[src/rtl/usb_rcv_ctrl_if.sv]
// Handshake bundle between the USB receive datapath (edge/EOP detect, shifter)
// and the receive control unit.
interface usb_rcv_ctrl_if;
    logic       d_edge;
    logic       eop;
    logic       shift_enable;
    logic [7:0] rcv_data;
    logic       rcving;
    logic       w_enable;
    logic       r_error;
    logic       byte_received;
    logic [6:0] byte_count;

    modport slave (
        input  d_edge, eop, shift_enable, rcv_data,
        output rcving, w_enable, r_error, byte_received, byte_count
    );

    modport master (
        output d_edge, eop, shift_enable, rcv_data,
        input  rcving, w_enable, r_error, byte_received, byte_count
    );
endinterface

[src/rtl/usb_rcv_ctrl.sv]
// USB full-speed receive sequencer: bit/byte counting, SYNC check, FIFO write
// strobe and sticky framing-error flag.
module usb_rcv_ctrl #(
    parameter logic [7:0] SYNC_BYTE = 8'h80,
    parameter int         MAX_BYTES = 64
) (
    input  logic          clk,
    input  logic          n_rst,
    usb_rcv_ctrl_if.slave bus
);
    localparam logic [2:0] IDLE     = 3'd0;
    localparam logic [2:0] SYNC     = 3'd1;
    localparam logic [2:0] DATA     = 3'd2;
    localparam logic [2:0] STORE    = 3'd3;
    localparam logic [2:0] ERR      = 3'd4;
    localparam logic [2:0] EOP_WAIT = 3'd5;
    localparam logic [6:0] MAX_CNT  = 7'(MAX_BYTES);

    logic [2:0] r_state;
    logic [2:0] w_next;
    logic [2:0] r_bit_cnt;
    logic [6:0] r_byte_cnt;
    logic       r_err;
    logic       r_byte_rcvd;
    logic       w_bit_tick;
    logic       w_eop_tick;

    assign w_bit_tick = bus.shift_enable & ~bus.eop;
    assign w_eop_tick = bus.shift_enable & bus.eop;

    // byte_received has priority over EOP; they cannot coincide in DATA anyway
    always_comb begin
        w_next = r_state;
        case (r_state)
            IDLE:     if (bus.d_edge) w_next = SYNC;
            SYNC: begin
                if (r_byte_rcvd)     w_next = (bus.rcv_data == SYNC_BYTE) ? DATA : ERR;
                else if (w_eop_tick) w_next = ERR;
            end
            DATA: begin
                if (r_byte_rcvd)     w_next = (r_byte_cnt < MAX_CNT) ? STORE : ERR;
                else if (w_eop_tick) w_next = (r_bit_cnt == 3'd0) ? EOP_WAIT : ERR;
            end
            STORE:    w_next = DATA;
            ERR:      if (w_eop_tick) w_next = EOP_WAIT;
            EOP_WAIT: if (w_bit_tick) w_next = IDLE;
            default:  w_next = IDLE;
        endcase
    end

    always_ff @(posedge clk) begin
        if (!n_rst) begin
            r_state     <= IDLE;
            r_bit_cnt   <= 3'd0;
            r_byte_cnt  <= 7'd0;
            r_err       <= 1'b0;
            r_byte_rcvd <= 1'b0;
        end else begin
            r_state <= w_next;
            if (r_state == IDLE)
                r_bit_cnt <= 3'd0;
            else if (w_bit_tick)
                r_bit_cnt <= r_bit_cnt + 3'd1;
            // pulse lands in the cycle when the shifter holds the full byte
            r_byte_rcvd <= (r_state != IDLE) && w_bit_tick && (r_bit_cnt == 3'd7);
            if (r_state == IDLE && bus.d_edge) begin
                r_byte_cnt <= 7'd0;
                r_err      <= 1'b0;
            end else begin
                if (r_state == STORE)
                    r_byte_cnt <= r_byte_cnt + 7'd1;
                if (w_next == ERR && r_state != ERR)
                    r_err <= 1'b1;
            end
        end
    end

    assign bus.rcving        = (r_state != IDLE);
    assign bus.w_enable      = (r_state == STORE);
    assign bus.r_error       = r_err;
    assign bus.byte_received = r_byte_rcvd;
    assign bus.byte_count    = r_byte_cnt;
endmodule

[src/flat_wrapper.sv]
// flat-port wrapper written by rule: the top's interface ports become plain ports
module usb_rcv_ctrl_flat 
#(
    parameter logic [7:0] SYNC_BYTE = 8'h80,
    parameter int         MAX_BYTES = 64
)
  (clk, n_rst, bus_d_edge, bus_eop, bus_shift_enable, bus_rcv_data, bus_rcving, bus_w_enable, bus_r_error, bus_byte_received, bus_byte_count);
  usb_rcv_ctrl_if bus_i ();
  input  logic clk;
  input  logic n_rst;
  input wire logic [$bits(bus_i.d_edge)-1:0] bus_d_edge;
  input wire logic [$bits(bus_i.eop)-1:0] bus_eop;
  input wire logic [$bits(bus_i.shift_enable)-1:0] bus_shift_enable;
  input wire logic [$bits(bus_i.rcv_data)-1:0] bus_rcv_data;
  output wire logic [$bits(bus_i.rcving)-1:0] bus_rcving;
  output wire logic [$bits(bus_i.w_enable)-1:0] bus_w_enable;
  output wire logic [$bits(bus_i.r_error)-1:0] bus_r_error;
  output wire logic [$bits(bus_i.byte_received)-1:0] bus_byte_received;
  output wire logic [$bits(bus_i.byte_count)-1:0] bus_byte_count;
  assign bus_i.d_edge = bus_d_edge;
  assign bus_i.eop = bus_eop;
  assign bus_i.shift_enable = bus_shift_enable;
  assign bus_i.rcv_data = bus_rcv_data;
  assign bus_rcving = bus_i.rcving;
  assign bus_w_enable = bus_i.w_enable;
  assign bus_r_error = bus_i.r_error;
  assign bus_byte_received = bus_i.byte_received;
  assign bus_byte_count = bus_i.byte_count;
  usb_rcv_ctrl #(.SYNC_BYTE(SYNC_BYTE), .MAX_BYTES(MAX_BYTES)) u_core (.clk(clk), .n_rst(n_rst), .bus(bus_i));
endmodule
[config.mk]
export PLATFORM = sky130hd
export DESIGN_NAME = usb_rcv_ctrl_flat
export DESIGN_NICKNAME = d
export VERILOG_FILES = /design/src/rtl/usb_rcv_ctrl_if.sv /design/src/rtl/usb_rcv_ctrl.sv /design/src/flat_wrapper.sv
export SDC_FILE = /design/constraint.sdc
export NUM_CORES = 1
export LEC_CHECK = 0
export CAP_MARGIN = 10
export CORE_MARGIN = 4
export CORE_UTILIZATION = 49
export CTS_BUF_LIST = sky130_fd_sc_hd__clkbuf_8
export CTS_CLUSTER_DIAMETER = 100
export DETAILED_ROUTE_END_ITERATION = 12
export GPL_TIMING_DRIVEN = 1
export PLACE_DENSITY_LB_ADDON = 0.1
export SYNTH_ARGS = -nofsm -noshare
export SYNTH_HDL_FRONTEND = slang
export SYNTH_SLANG_ARGS = --single-unit
export TNS_END_PERCENT = 30
[constraint.sdc]
create_clock -name clk -period 1.75 [get_ports clk]
set_clock_uncertainty 0.2 [all_clocks]
set_input_delay 0.525 -clock clk [delete_from_list [all_inputs] [get_ports clk]]
set_output_delay 0.525 -clock clk [all_outputs]
set_load 0.03 [all_outputs]
==> results by group <==
Clock network
  • Bufs on Longest Clock Path: 2
  • Clock slew seen by the registers of the worst setup and hold paths: 0.06 ns
  • Number of buffers created by CTS: 3
  • CTS HTree Levels: 1
  • Cts-stage hold buffer count: 0
  • Clk sinks: 15
  • Clk_lat worst skew: 0.24 ns
  • Post-CTS setup-driven buffer insertion count: 0
  • Clock Tree Root: sky130_fd_sc_hd__clkbuf_8
  • CTS tree: yes

Critical path
  • Crit path max fanout: 2
  • Setup CP Type: flop to output pin
  • Largest delay share family, worst path: simple AND/OR/NAND/NOR gates
  • Category of the worst setup path launch point: flop
  • CP endpoint kind: output pin
  • Max incr delay on CP: 0.39 ns
  • Data required time of the critical path: 1.02 ns
  • Critical Path, Cell by Cell: or3_4 > buf_6
  • WP data arrival: 1.12 ns
  • Combined buffer and inverter count along the critical path: 1
  • Slowest cell on crit path: sky130_fd_sc_hd__or3_4

Timing
  • Final Setup Violations: 2
  • Final Hold Violating Endpoints: 0
  • Setup repair after global routing missed its margin: true
  • Relative slew slack: 80.68%
  • Final Max Tran Viols: 0
  • Final hold slack: 0.2938 ns
  • Crit path time final: 1.843 ns
  • Post-route setup slack: -0.09314 ns
  • Fin crit share: 105.3%
  • Slew at the pin closest to its max-slew limit: 0.2853 ns
  • Max Fclk: 542.6 MHz

Global routing
  • Initial antenna violation count: 0
  • Largest net degree at the start of global routing: 11
  • Total routing usage reported by global routing: 18.69%
  • Global route overflow: 0
  • Number of global-route vias before repair: 841
  • Global-route wire length before repair: 3719 um

Power and ir drop
  • Peak ir drop on the vdd network: 0.0007146 V
  • Static leakage: 0.5512 nW
  • Total chip power: 752.8 uW
  • P per Cell Area: 580.2 nW/um^2

Route
  • Number of DRC markers after the initial detailed-route iteration: 3
  • Detailed-router iteration count before antenna repair: 4
  • DRC violation count after routing: 0
  • Avg WL per Cell: 13.84 um
  • Via density per instance: 5.236
  • Total via count in the routed design: 843
  • Remaining antenna violation count after routing: 0
  • DRT Wirelength: 2228 um

Synth
  • Most frequent cells after synthesis: sky130_fd_sc_hd__dfxtp_1, sky130_fd_sc_hd__nor2_1, sky130_fd_sc_hd__nand2_1
  • Share of async-settable or async-resettable flops after synthesis: 0%
  • Ranking of synthesized cells by area: sky130_fd_sc_hd__dfxtp_1, sky130_fd_sc_hd__ha_1, sky130_fd_sc_hd__nor2_1
  • Sequential fraction of the synthesis area: 32.88%
  • Top cell type's share of synthesized area: 32.88%
  • Number of flops mapped to enable cells by yosys: 0
  • Distinct cell type count of the synthesized netlist: 39
  • Largest area contributor in the netlist: sky130_fd_sc_hd__dfxtp_1
  • Synth Register Bits: 15
  • Syn nets: 118
  • Count of warnings emitted by yosys: 0
  • Instance count of the mapped netlist: 101
  • Most used flip-flop cell after synthesis: sky130_fd_sc_hd__dfxtp_1
  • Mean Syn Cell Area: 9.043 um^2
  • Netlist area before placement: 913.4 um^2
  • Most common cell in the synthesized netlist: sky130_fd_sc_hd__dfxtp_1

Worst hold path
  • Classification of the worst-slack hold path: flop to flop

Floorplanning
  • Die outline area: 2619 um^2
  • Standard-cell rows: 15
  • Initial standard-cell utilization of the core: 52.33%
  • Standard cell core area: 1745 um^2
  • Top Ports: 24
  • Die width: 51.18 um
  • Vertical die dimension: 51.18 um

Outcome
  • Outcome: finished with violations
  • Violations in the final reports: negative setup slack

Placed design
  • Final weighted congestion of routability-driven global placement: 0.7931
  • Dpl hpwl: 1683 um
  • Port Buf Inserts: 23

Flow run
  • Maximum capacitance violations: 0

Layout
  • Final net count: 154
  • Layout-stage area growth over the synthesis result: 42.05%
  • Ratio of cells with drive above 1 in the final layout: 30.88%
  • Ant diodes: 0
==> routing by layer <==
layer	track usage (%)	wire (um)	up-vias
li1	-	-	428
met3	5.248	139	4
met1	20.61	896	391
met5	0	0	-
met4	5.830	35	0
met2	34.12	1157	20
==> report_power, final <==
part / internal (mW) / leakage [nW] / total, mW / switching, mW
registers: 0.346 / 0.122 / 0.349 / 0.00326
clock network: 0.155 / 0.0269 / 0.276 / 0.121
logic: 0.0667 / 0.402 / 0.127 / 0.0602
total: 0.568 / 0.551 / 0.753 / 0.185
==> worst reg2reg max path: cells and delay by family (launching register included) <==
family / cells / cell delay [ns]
AO/OA/AOI/OAI: 3 / 0.57
flip-flops: 1 / 0.37
AND/OR/NAND/NOR: 1 / 0.21
adder cells (fa/ha/maj): 1 / 0.19
buffers and inverters: 1 / 0.06
==> repair_timing <==
| action | 4_1_cts | 5_1_grt |
|---|---|---|
| hold endpoints to repair | 0 | 0 |
| setup endpoints to repair | 10 | 6 |
| pin swaps | 5 | 3 |
| cloned | 0 | 0 |
| resized for setup | 26 | 4 |
==> final cells by class <==
| type | count | area [um^2] |
|---|---|---|
| clock buffer | 3 | 41.29 |
| clock inverter | 1 | 3.754 |
| fill | 145 | 447.9 |
| inverter | 3 | 11.26 |
| multi-input combinational | 78 | 594.3 |
| sequential | 15 | 302.8 |
| tap | 25 | 31.28 |
| timing repair buffer | 36 | 312.8 |
==> cells in the final DEF, fill, tap and decap left out, types with 4 or more instances in the layout <==
master | netlist | layout
sky130_fd_sc_hd__buf_4 | 1 | 18
sky130_fd_sc_hd__nor2_1 | 13 | 13
sky130_fd_sc_hd__dfxtp_1 | 15 | 13
sky130_fd_sc_hd__nand2_1 | 7 | 7
sky130_fd_sc_hd__dlygate4sd2_1 | 0 | 7
sky130_fd_sc_hd__clkdlybuf4s50_1 | 0 | 6
sky130_fd_sc_hd__xor2_1 | 5 | 5
sky130_fd_sc_hd__buf_6 | 3 | 5
sky130_fd_sc_hd__inv_1 | 3 | 4
sky130_fd_sc_hd__and3_1 | 4 | 4
sky130_fd_sc_hd__ha_1 | 4 | 4
==> flip-flops by register name, summed over array words and instances, names as in the netlist <==
signal	flops
u_core.bus.r_error	1
u_core.r_state	3
u_core.bus.byte_count	7
u_core.bus.byte_received	1
u_core.r_bit_cnt	3
==> cells by family (layout without fill, tap and decap cells) <==
kind of cell             Yosys count  in the layout  share of synthesized area [%]
AND/OR/NAND/NOR                   48             48                          29.32
AO/OA/AOI/OAI                     16             16                          16.03
flip-flops                        15             15                          32.88
buffers and inverters              8             43                          6.301
XOR/XNOR                           7              7                          6.712
adder cells (fa/ha/maj)            4              4                          5.480
multiplexers                       3              3                          3.288
==> through the flow <==
step / setup WS [ns] / util [%] / cells / TNS [ns] / area, um^2
after floorplan: 0.08169 / - / 101 / 0 / 917.1
after CTS: -0.08394 / 74.05 / 161 / -0.1651 / 1292
final: -0.09314 / 74.34 / 161 / -0.1738 / 1297
after global placement: -0.4233 / 69.18 / 157 / -3.603 / 1207
after detailed placement: -0.4518 / 69.18 / 157 / -3.797 / 1207
after global routing: -0.1183 / 74.34 / 161 / -0.3788 / 1297
==> path summary, 6_finish.rpt <==
kind	end	slack, ns	cells past startpoint	start
hold reg to reg	u_core.bus.r_error	0.29	2	u_core.bus.r_error
setup reg to reg	u_core.bus.r_error	0.08	6	u_core.r_bit_cnt[0]
hold / removal	u_core.bus.r_error	0.29	2	u_core.bus.r_error
setup / recovery	bus_rcving	-0.09	2	u_core.r_state[0]
Note: power is estimated with default switching activity, not from simulation.
